===== src/rtl/mole_spawner_pkg.sv =====
// Shared definitions for the mole spawner: difficulty level codes, the default LED
// count and the state encodings of the spawn and window FSMs.
// Ports: none (package).
package whac_pkg;

    // Difficulty codes driven by the game FSM; any other code selects level 0.
    localparam logic [2:0] LVL_0 = 3'b000;
    localparam logic [2:0] LVL_1 = 3'b001;
    localparam logic [2:0] LVL_2 = 3'b010;
    localparam logic [2:0] LVL_3 = 3'b100;

    localparam int NUM_LEDS_DEF = 18;

    // Spawn FSM encoding.
    typedef logic [1:0] spawn_state_t;
    localparam spawn_state_t SP_IDLE     = 2'd0;
    localparam spawn_state_t SP_PICK     = 2'd1;
    localparam spawn_state_t SP_PRESENT  = 2'd2;
    localparam spawn_state_t SP_WAIT_LOW = 2'd3;

    // Window FSM encoding.
    typedef logic [1:0] win_state_t;
    localparam win_state_t TM_IDLE    = 2'd0;
    localparam win_state_t TM_RUN     = 2'd1;
    localparam win_state_t TM_EXPIRED = 2'd2;

endpackage


===== src/rtl/mole_spawner_if.sv =====
// Mole/timeout handshake between the game FSM (master) and the mole spawner (slave).
// Signals:
//   ready_for_mole  master->slave  request a new mole (level, held)
//   timeout_start   master->slave  hit window active (level, held)
//   level_select    master->slave  difficulty code
//   led_number      slave->master  one-hot active mole
//   rng_ready       slave->master  one-cycle pulse, led_number valid
//   timeout         slave->master  1 = time remaining, 0 = expired
interface mole_spawner_if #(
    parameter int NUM_LEDS = 18
);
    logic                ready_for_mole;
    logic                timeout_start;
    logic [2:0]          level_select;
    logic [NUM_LEDS-1:0] led_number;
    logic                rng_ready;
    logic                timeout;

    modport master (
        output ready_for_mole, timeout_start, level_select,
        input  led_number, rng_ready, timeout
    );

    modport slave (
        input  ready_for_mole, timeout_start, level_select,
        output led_number, rng_ready, timeout
    );
endinterface


===== src/rtl/mole_spawner_lfsr16.sv =====
// 16-bit free-running Fibonacci LFSR, polynomial x^16+x^14+x^13+x^11+1.
// Ports:
//   clk    in   system clock
//   rst_n  in   asynchronous active-low reset, loads seed
//   seed   in   16-bit reset value; zero is replaced by 16'h0001 (all-zero locks up)
//   q      out  current LFSR state
module lfsr16 (
    input  logic        clk,
    input  logic        rst_n,
    input  logic [15:0] seed,
    output logic [15:0] q
);
    logic [15:0] seed_eff;

    assign seed_eff = (seed == 16'h0000) ? 16'h0001 : seed;

    // NOTE: sequential state is updated with non-blocking assignments so every
    // register samples the pre-edge values of the others.
    always_ff @(posedge clk or negedge rst_n) begin
        if (!rst_n) begin
            q <= seed_eff;
        end else begin
            q <= {q[14:0], q[15] ^ q[13] ^ q[12] ^ q[10]};
        end
    end
endmodule


===== src/rtl/mole_spawner.sv =====
// Mole spawner: answers ready_for_mole with a pseudo-random one-hot LED plus a
// one-cycle rng_ready pulse, and answers timeout_start with a level-dependent
// hit window reported on timeout (1 = time left, 0 = expired).
// Ports:
//   clk    in      system clock
//   rst_n  in      asynchronous active-low reset
//   bus    slave   mole/timeout handshake (see mole_spawner_if)
module mole_spawner
    import whac_pkg::*;
#(
    parameter int          NUM_LEDS  = NUM_LEDS_DEF,
    parameter logic [15:0] LFSR_SEED = 16'hACE1,
    parameter int          WIN_L0    = 50_000_000,
    parameter int          WIN_L1    = 37_500_000,
    parameter int          WIN_L2    = 25_000_000,
    parameter int          WIN_L3    = 12_500_000,
    parameter int          CNT_W     = 26
) (
    input  logic           clk,
    input  logic           rst_n,
    mole_spawner_if.slave  bus
);
    localparam logic [4:0]          N_LEDS   = 5'(NUM_LEDS);
    localparam logic [4:0]          LAST_IDX = 5'(NUM_LEDS - 1);
    localparam logic [NUM_LEDS-1:0] ONE_HOT0 = {{(NUM_LEDS-1){1'b0}}, 1'b1};

    // ---------------------------------------------------------------- LFSR
    logic [15:0] lfsr_q;
    logic        lfsr_unused;

    lfsr16 u_lfsr (
        .clk   (clk),
        .rst_n (rst_n),
        .seed  (LFSR_SEED),
        .q     (lfsr_q)
    );

    // Only the low five bits feed the index pick.
    assign lfsr_unused = ^lfsr_q[15:5];

    // ---------------------------------------------------------- index fold
    logic [4:0] raw_idx;
    logic [4:0] fold_idx;
    logic [4:0] pick_idx;
    logic [4:0] prev_idx;

    always_comb begin
        raw_idx  = lfsr_q[4:0];
        // raw < 32 and NUM_LEDS >= 16, so one subtraction brings it in range.
        fold_idx = (raw_idx >= N_LEDS) ? raw_idx - N_LEDS : raw_idx;
        // Step past the previous mole so the same LED never lights twice in a row.
        if (fold_idx == prev_idx) begin
            pick_idx = (prev_idx == LAST_IDX) ? 5'd0 : prev_idx + 5'd1;
        end else begin
            pick_idx = fold_idx;
        end
    end

    // ----------------------------------------------------------- spawn FSM
    spawn_state_t        sp_state;
    logic [NUM_LEDS-1:0] led_q;
    logic                rng_q;

    always_ff @(posedge clk or negedge rst_n) begin
        if (!rst_n) begin
            sp_state <= SP_IDLE;
            led_q    <= '0;
            rng_q    <= 1'b0;
            prev_idx <= 5'd31;
        end else begin
            // NOTE: default first, overridden below in SP_PICK; the last
            // non-blocking assignment wins, so rng_ready is a single-cycle pulse.
            rng_q <= 1'b0;
            case (sp_state)
                SP_IDLE: begin
                    if (bus.ready_for_mole) sp_state <= SP_PICK;
                end
                SP_PICK: begin
                    if (!bus.ready_for_mole) begin
                        sp_state <= SP_IDLE;
                    end else begin
                        led_q    <= ONE_HOT0 << pick_idx;
                        prev_idx <= pick_idx;
                        rng_q    <= 1'b1;
                        sp_state <= SP_PRESENT;
                    end
                end
                SP_PRESENT: sp_state <= SP_WAIT_LOW;
                SP_WAIT_LOW: begin
                    if (!bus.ready_for_mole) sp_state <= SP_IDLE;
                end
                default: sp_state <= SP_IDLE;
            endcase
        end
    end

    // ---------------------------------------------------------- window FSM
    win_state_t       tm_state;
    logic [CNT_W-1:0] cnt;
    logic             timeout_q;

    // Counter load value: window length minus one, so expiry lands on edge k+WIN.
    function automatic logic [CNT_W-1:0] win_load(input logic [2:0] lvl);
        case (lvl)
            LVL_1:   win_load = CNT_W'(WIN_L1 - 1);
            LVL_2:   win_load = CNT_W'(WIN_L2 - 1);
            LVL_3:   win_load = CNT_W'(WIN_L3 - 1);
            default: win_load = CNT_W'(WIN_L0 - 1);
        endcase
    endfunction

    always_ff @(posedge clk or negedge rst_n) begin
        if (!rst_n) begin
            tm_state  <= TM_IDLE;
            cnt       <= '0;
            timeout_q <= 1'b1;
        end else begin
            case (tm_state)
                TM_IDLE: begin
                    timeout_q <= 1'b1;
                    // Level is captured into the count here; later level changes
                    // have no effect on this window.
                    if (bus.timeout_start) begin
                        cnt      <= win_load(bus.level_select);
                        tm_state <= TM_RUN;
                    end
                end
                TM_RUN: begin
                    if (!bus.timeout_start) begin
                        tm_state <= TM_IDLE;
                    end else if (cnt == '0) begin
                        timeout_q <= 1'b0;
                        tm_state  <= TM_EXPIRED;
                    end else begin
                        cnt <= cnt - 1'b1;
                    end
                end
                TM_EXPIRED: begin
                    if (!bus.timeout_start) begin
                        timeout_q <= 1'b1;
                        tm_state  <= TM_IDLE;
                    end
                end
                default: tm_state <= TM_IDLE;
            endcase
        end
    end

    assign bus.led_number = led_q;
    assign bus.rng_ready  = rng_q;
    assign bus.timeout    = timeout_q;

endmodule


===== src/flat_wrapper.sv =====
// flat-port wrapper written by rule: the top's interface ports become plain ports
module mole_spawner_flat import whac_pkg::*;
#(
    parameter int          NUM_LEDS  = NUM_LEDS_DEF,
    parameter logic [15:0] LFSR_SEED = 16'hACE1,
    parameter int          WIN_L0    = 50_000_000,
    parameter int          WIN_L1    = 37_500_000,
    parameter int          WIN_L2    = 25_000_000,
    parameter int          WIN_L3    = 12_500_000,
    parameter int          CNT_W     = 26
)
  (clk, rst_n, bus_ready_for_mole, bus_timeout_start, bus_level_select, bus_led_number, bus_rng_ready, bus_timeout);
  mole_spawner_if #(.NUM_LEDS(NUM_LEDS)) bus_i ();
  input  logic clk;
  input  logic rst_n;
  input wire logic [$bits(bus_i.ready_for_mole)-1:0] bus_ready_for_mole;
  input wire logic [$bits(bus_i.timeout_start)-1:0] bus_timeout_start;
  input wire logic [$bits(bus_i.level_select)-1:0] bus_level_select;
  output wire logic [$bits(bus_i.led_number)-1:0] bus_led_number;
  output wire logic [$bits(bus_i.rng_ready)-1:0] bus_rng_ready;
  output wire logic [$bits(bus_i.timeout)-1:0] bus_timeout;
  assign bus_i.ready_for_mole = bus_ready_for_mole;
  assign bus_i.timeout_start = bus_timeout_start;
  assign bus_i.level_select = bus_level_select;
  assign bus_led_number = bus_i.led_number;
  assign bus_rng_ready = bus_i.rng_ready;
  assign bus_timeout = bus_i.timeout;
  mole_spawner #(.NUM_LEDS(NUM_LEDS), .LFSR_SEED(LFSR_SEED), .WIN_L0(WIN_L0), .WIN_L1(WIN_L1), .WIN_L2(WIN_L2), .WIN_L3(WIN_L3), .CNT_W(CNT_W)) u_core (.clk(clk), .rst_n(rst_n), .bus(bus_i));
endmodule

===== config.mk =====
export PLATFORM = sky130hd
export DESIGN_NAME = mole_spawner_flat
export DESIGN_NICKNAME = d
export VERILOG_FILES = /design/src/rtl/mole_spawner_pkg.sv /design/src/rtl/mole_spawner_if.sv /design/src/rtl/mole_spawner_lfsr16.sv /design/src/rtl/mole_spawner.sv /design/src/flat_wrapper.sv
export SDC_FILE = /design/constraint.sdc
export NUM_CORES = 1
export LEC_CHECK = 0
export ABC_AREA = 1
export CORE_ASPECT_RATIO = 0.7
export CORE_MARGIN = 3
export CORE_UTILIZATION = 37
export DETAILED_ROUTE_END_ITERATION = 7
export PLACE_DENSITY_LB_ADDON = 0.2
export SLEW_MARGIN = 10
export SYNTH_ARGS = -nofsm -noshare
export SYNTH_HDL_FRONTEND = slang
export SYNTH_SLANG_ARGS = --single-unit
export TNS_END_PERCENT = 10

===== constraint.sdc =====
create_clock -name clk -period 4.37 [get_ports clk]
set_input_delay 1.311 -clock clk [delete_from_list [all_inputs] [get_ports clk]]
set_output_delay 1.311 -clock clk [all_outputs]
set_load 0.01 [all_outputs]

* After elaboration in Yosys (flattened, before gate mapping) *
Index checks and enable logic that the tools add are counted.

storage, ports and cells
  bits in registers = 71
  input bits = 7
  output and inout bits = 20
  word-level logic and storage cells = 67

operators by class
  $add $sub $neg = 3
  order comparisons = 1
  equal/unequal tests = 18
  shift operators = 1
  muxes and demuxes = 23
  bitwise gates (word level) = 3
  reduce and logical (&&, ||, !) cells = 10

operator list
  cell                                                      count
  two-way mux 26 bit                                        3
  case mux 26 bit (3 select lines)                          1
  case mux 26 bit (2 select lines)                          1
  zero test 26 bit                                          1
  subtractor 26 x 1 -> 26 bit, second input constant        1
  << shifter 1 x 5 -> 18 bit, first input constant          1
  two-way mux 5 bit                                         3
  two-way mux 2 bit                                         7
  inequality test 2 bit, second input constant              6
  case mux 2 bit (4 select lines)                           1
  AND reduction 4 bit                                       2
  equality test 2 bit, second input constant                3
  case mux 2 bit (3 select lines)                           1
  adder 5 x 1 -> 5 bit, second input constant               1
  equality test 5 bit                                       1
  equality test 5 bit, second input constant                1
  greater-or-equal comparator 5 bit, second input constant  1
  two-way mux 1 bit                                         5
  subtractor 5 bit, second input constant                   1
  equality test 2 x 1 -> 1 bit, second input constant       2
  zero test 2 bit                                           2
  AND reduction 2 bit                                       2
  equality test 3 x 1 -> 1 bit, second input constant       1
  equality test 3 x 2 -> 1 bit, second input constant       1
  8 further kinds                                           10

* Logic depth before layout (Yosys ltp) *
  depth in word-level cells = 5
  gate-level depth with buffers = 16

* Worst setup path after synthesis *
OpenSTA, ideal clock, no wires.

  kind = input port to flip-flop
  start = input port bus_timeout_start
  end = register u_core.cnt[19]
  setup time = 128 ps
  data arrival time = 2402 ps
  data required time = 4242 ps
  setup slack = 1841 ps
  cell stages on the path = 8
  cells stage by stage = nand2_1 -> nor2_1 -> inv_1 -> nand2_1 -> buf_2 -> nand4_1 -> a21oi_1 -> o21ai_0

on the way
  cells in the longest elaborated chain, start to end = 2

ends and longest elaborated chain
  what                                    RTL line             text
  start, declared                         flat_wrapper.sv:17   input wire logic [$bits(bus_i.timeout_start)-1:0] bus_timeout_start;
  inequality test 2 bit (no source line)  n/a
  AND reduction 4 bit (no source line) *  n/a
  end signal, assigned                    mole_spawner.sv:124  cnt <= win_load(bus.level_select);
  end signal, assigned                    mole_spawner.sv:135  cnt <= cnt - 1'b1;
  end, declared                           mole_spawner.sv:99   logic [CNT_W-1:0] cnt;

Mark *: on every way between the ends. The rest lies on a longest branch, timed or not.
A chain may end at the register's enable or synchronous reset.

* Final worst setup path *
Same ends and word-level chain as after synthesis.

==> impl_metrics.toml <==
[grt]
grt_pass1_vias = 2919
grt_usage_pct = 16.1
gr-total-overflow = 0
grt_pass1_wl_um = 14600
met3_usage_pct = 4.99
grt_max_degree = 72
met2_usage_pct = 19.6
grtUsageMet1_pct = 25.8
top_usage_layer = "met1"
antenna_found_initial = 0

[drt]
routed_via_density = 4.89
drtAntennaViolNets = 0
drc = 0
wl_um = 8600
vias = 3172
wl_per_cell_um = 13.2
dr.pass1.iters = 5
drt_iter0_drc = 201

[layout]
drive_above_1_share_pct = 11.5
nets = 527
fin_area_um2 = 4470
layout_commonest_cell = "nand2_1"
antenna_cells = 0
fin_util_pct = 45.6
instances_no_fill = 649
area_growth_pct = 19.2
most-common-layout-cells = "nand2_1, inv_1, nor2_1"

[timing]
fin_crit_ns = 3.14
hold_viol_final = 0
setup_viol_count_final = 0
final.period_utilization_pct = 71.8
relSlewSlack_pct = 40.0
max_freq_mhz = 319
fin_ws_ns = 1.23
rsz0062_at_grt = "no"
whs_ns = 0.351
skew_ns = 0.00937
drv_slew = 0
worst_slew_pin_slew_ns = 0.899
tns_ns = 0

[clocking]
cts_hold_buf = 0
clkLatencyLatePin_ns = 0.34
path_clk_slew_ns = 0.06
cts_buffers = 9
post_cts_buffers = 0
cts_tree = "done"
cts_num_sinks = 71
htreeDepth = 3
clockRootBuffer = "clkbuf_16"
clock_path_buffers = 2
cts_resized = 0

[run_status]
outcome = "complete, no violations"

[floorplanning]
placementRows = 30
die-area_um2 = 11400
pin_count = 27
initial_core_util_pct = 38.3
die_h_um = 90.2
coreArea_um2 = 9800
die_w_um = 126

[logic_synthesis]
synth.avg_cell_area_um2 = 7.78
yosysWarnings = 0
ys_seq_elements = 71
syn_area_um2 = 3750
synth_edf_count = 0
synth_ff_type = "dfrtp_1"
async_flop_share_pct = 100
yosysSeqAreaShare_pct = 47.8
syn_nets = 493
synth.distinct_cells = 35
synth_cells = 482

[pwr]
p_leak_nw = 2.08
finalPower_mw = 2.39
irDropWorstVdd_v = 0.000239
p_per_area_nw_per_um2 = 534

[place]
dp_cells = 633
hpwl_um = 6080
dpl_cell_area_um2 = 4170
dp_slack_ns = 0.892
io_buffers = 26
gp_congestion = 0.889

[setup_path]
critPathMaxFanout = 16
end_kind = "register"
required_ns = 4.59
worstPathArrival_ns = 3.36
crit_path_start_kind = "input port"
setup.worst_path.class = "input port to register"

[job]
maxCapViolCount = 0

[min_path]
hp-class = "register to register"
[path summary, 6_finish.rpt]
path | startpoint | endpoint | slack, ns | cells after the start
min in group asynchronous | rst_n | u_core.u_lfsr.q[9] | 1.11 | 1
max | bus_timeout_start | u_core.cnt[19] | 1.23 | 10
min | u_core.u_lfsr.q[9] | u_core.u_lfsr.q[10] | 0.35 | 0
min reg2reg | u_core.u_lfsr.q[9] | u_core.u_lfsr.q[10] | 0.35 | 0
max in group asynchronous | rst_n | u_core.bus.rng_ready | 2.68 | 1
max reg2reg | u_core.cnt[0] | u_core.cnt[7] | 1.79 | 12
[metal layers]
layer	share of wire, %	vias up
met5	0	-
li1	-	1621
met1	55	1450
met2	38	94
met3	6.5	7
met4	1.1	0
[layout make-up]
type | count | area, um^2
Fill cell | 967 | 5330
Sequential cell | 71 | 1790
Multi-Input combinational cell | 336 | 1670
Timing Repair Buffer | 31 | 295
Inverter | 67 | 251
Clock buffer | 9 | 225
Tap cell | 128 | 160
Clock inverter | 7 | 72.6
[power by group]
part	total [mW]	internal, mW	switching (mW)
Combinational	0.756	0.278	0.478
Sequential	0.891	0.787	0.104
Clock	0.738	0.443	0.296
Total	2.39	1.51	0.878
[cells by family after synthesis]
| group | after synthesis | share of synthesized area [%] |
|---|---|---|
| adders and majority gates | 5 | 1.60 |
| AOI/OAI and AO/OA | 70 | 10.4 |
| buffers and inverters | 75 | 7.57 |
| xor gates and xnor gates | 10 | 2.34 |
| and+or+nand+nor | 251 | 30.2 |
| DFF | 71 | 47.8 |
[state kept, by name (all words and copies together) (netlist names), named ones only]
register	count
u_core.u_lfsr.q	16
u_core.bus.rng_ready	1
u_core.prev_idx	5
u_core.bus.timeout	1
u_core.bus.led_number	18
u_core.cnt	26
u_core.tm_state	2
u_core.sp_state	1
[cell usage after synthesis (2+ instances only)]
master,number,area [um^2]
nand2_1,107,402
inv_1,62,233
nor2_1,61,229
dfrtp_1,57,1430
nand3_1,43,215
o21ai_0,36,180
dfstp_2,14,368
a21oi_1,12,60.1
nand2_2,11,68.8
a31oi_1,8,50.1
nor3_1,8,40.0
nand4_1,7,43.8
xor2_1,7,61.3
clkbuf_1,5,18.8
inv_2,5,18.8
nand3b_1,5,37.5
o21bai_1,5,37.5
ha_1,4,50.1
nor2_4,3,33.8
xnor2_1,3,26.3
a22oi_1,2,15.0
buf_2,2,10.0
nand3_2,2,20.0
o21ai_1,2,10.0
[critical path, stage by stage]
cell and delay (ns):
clkdlybuf4s50_1 0.53, nand2_1 0.09, nor2_1 0.09, buf_4 0.16, inv_1 0.13, nand2_1 0.44, buf_4 0.26, nand4_1 0.11
a21oi_1 0.15, o21ai_0 0.09
Note: power is estimated with default switching activity, not from simulation.
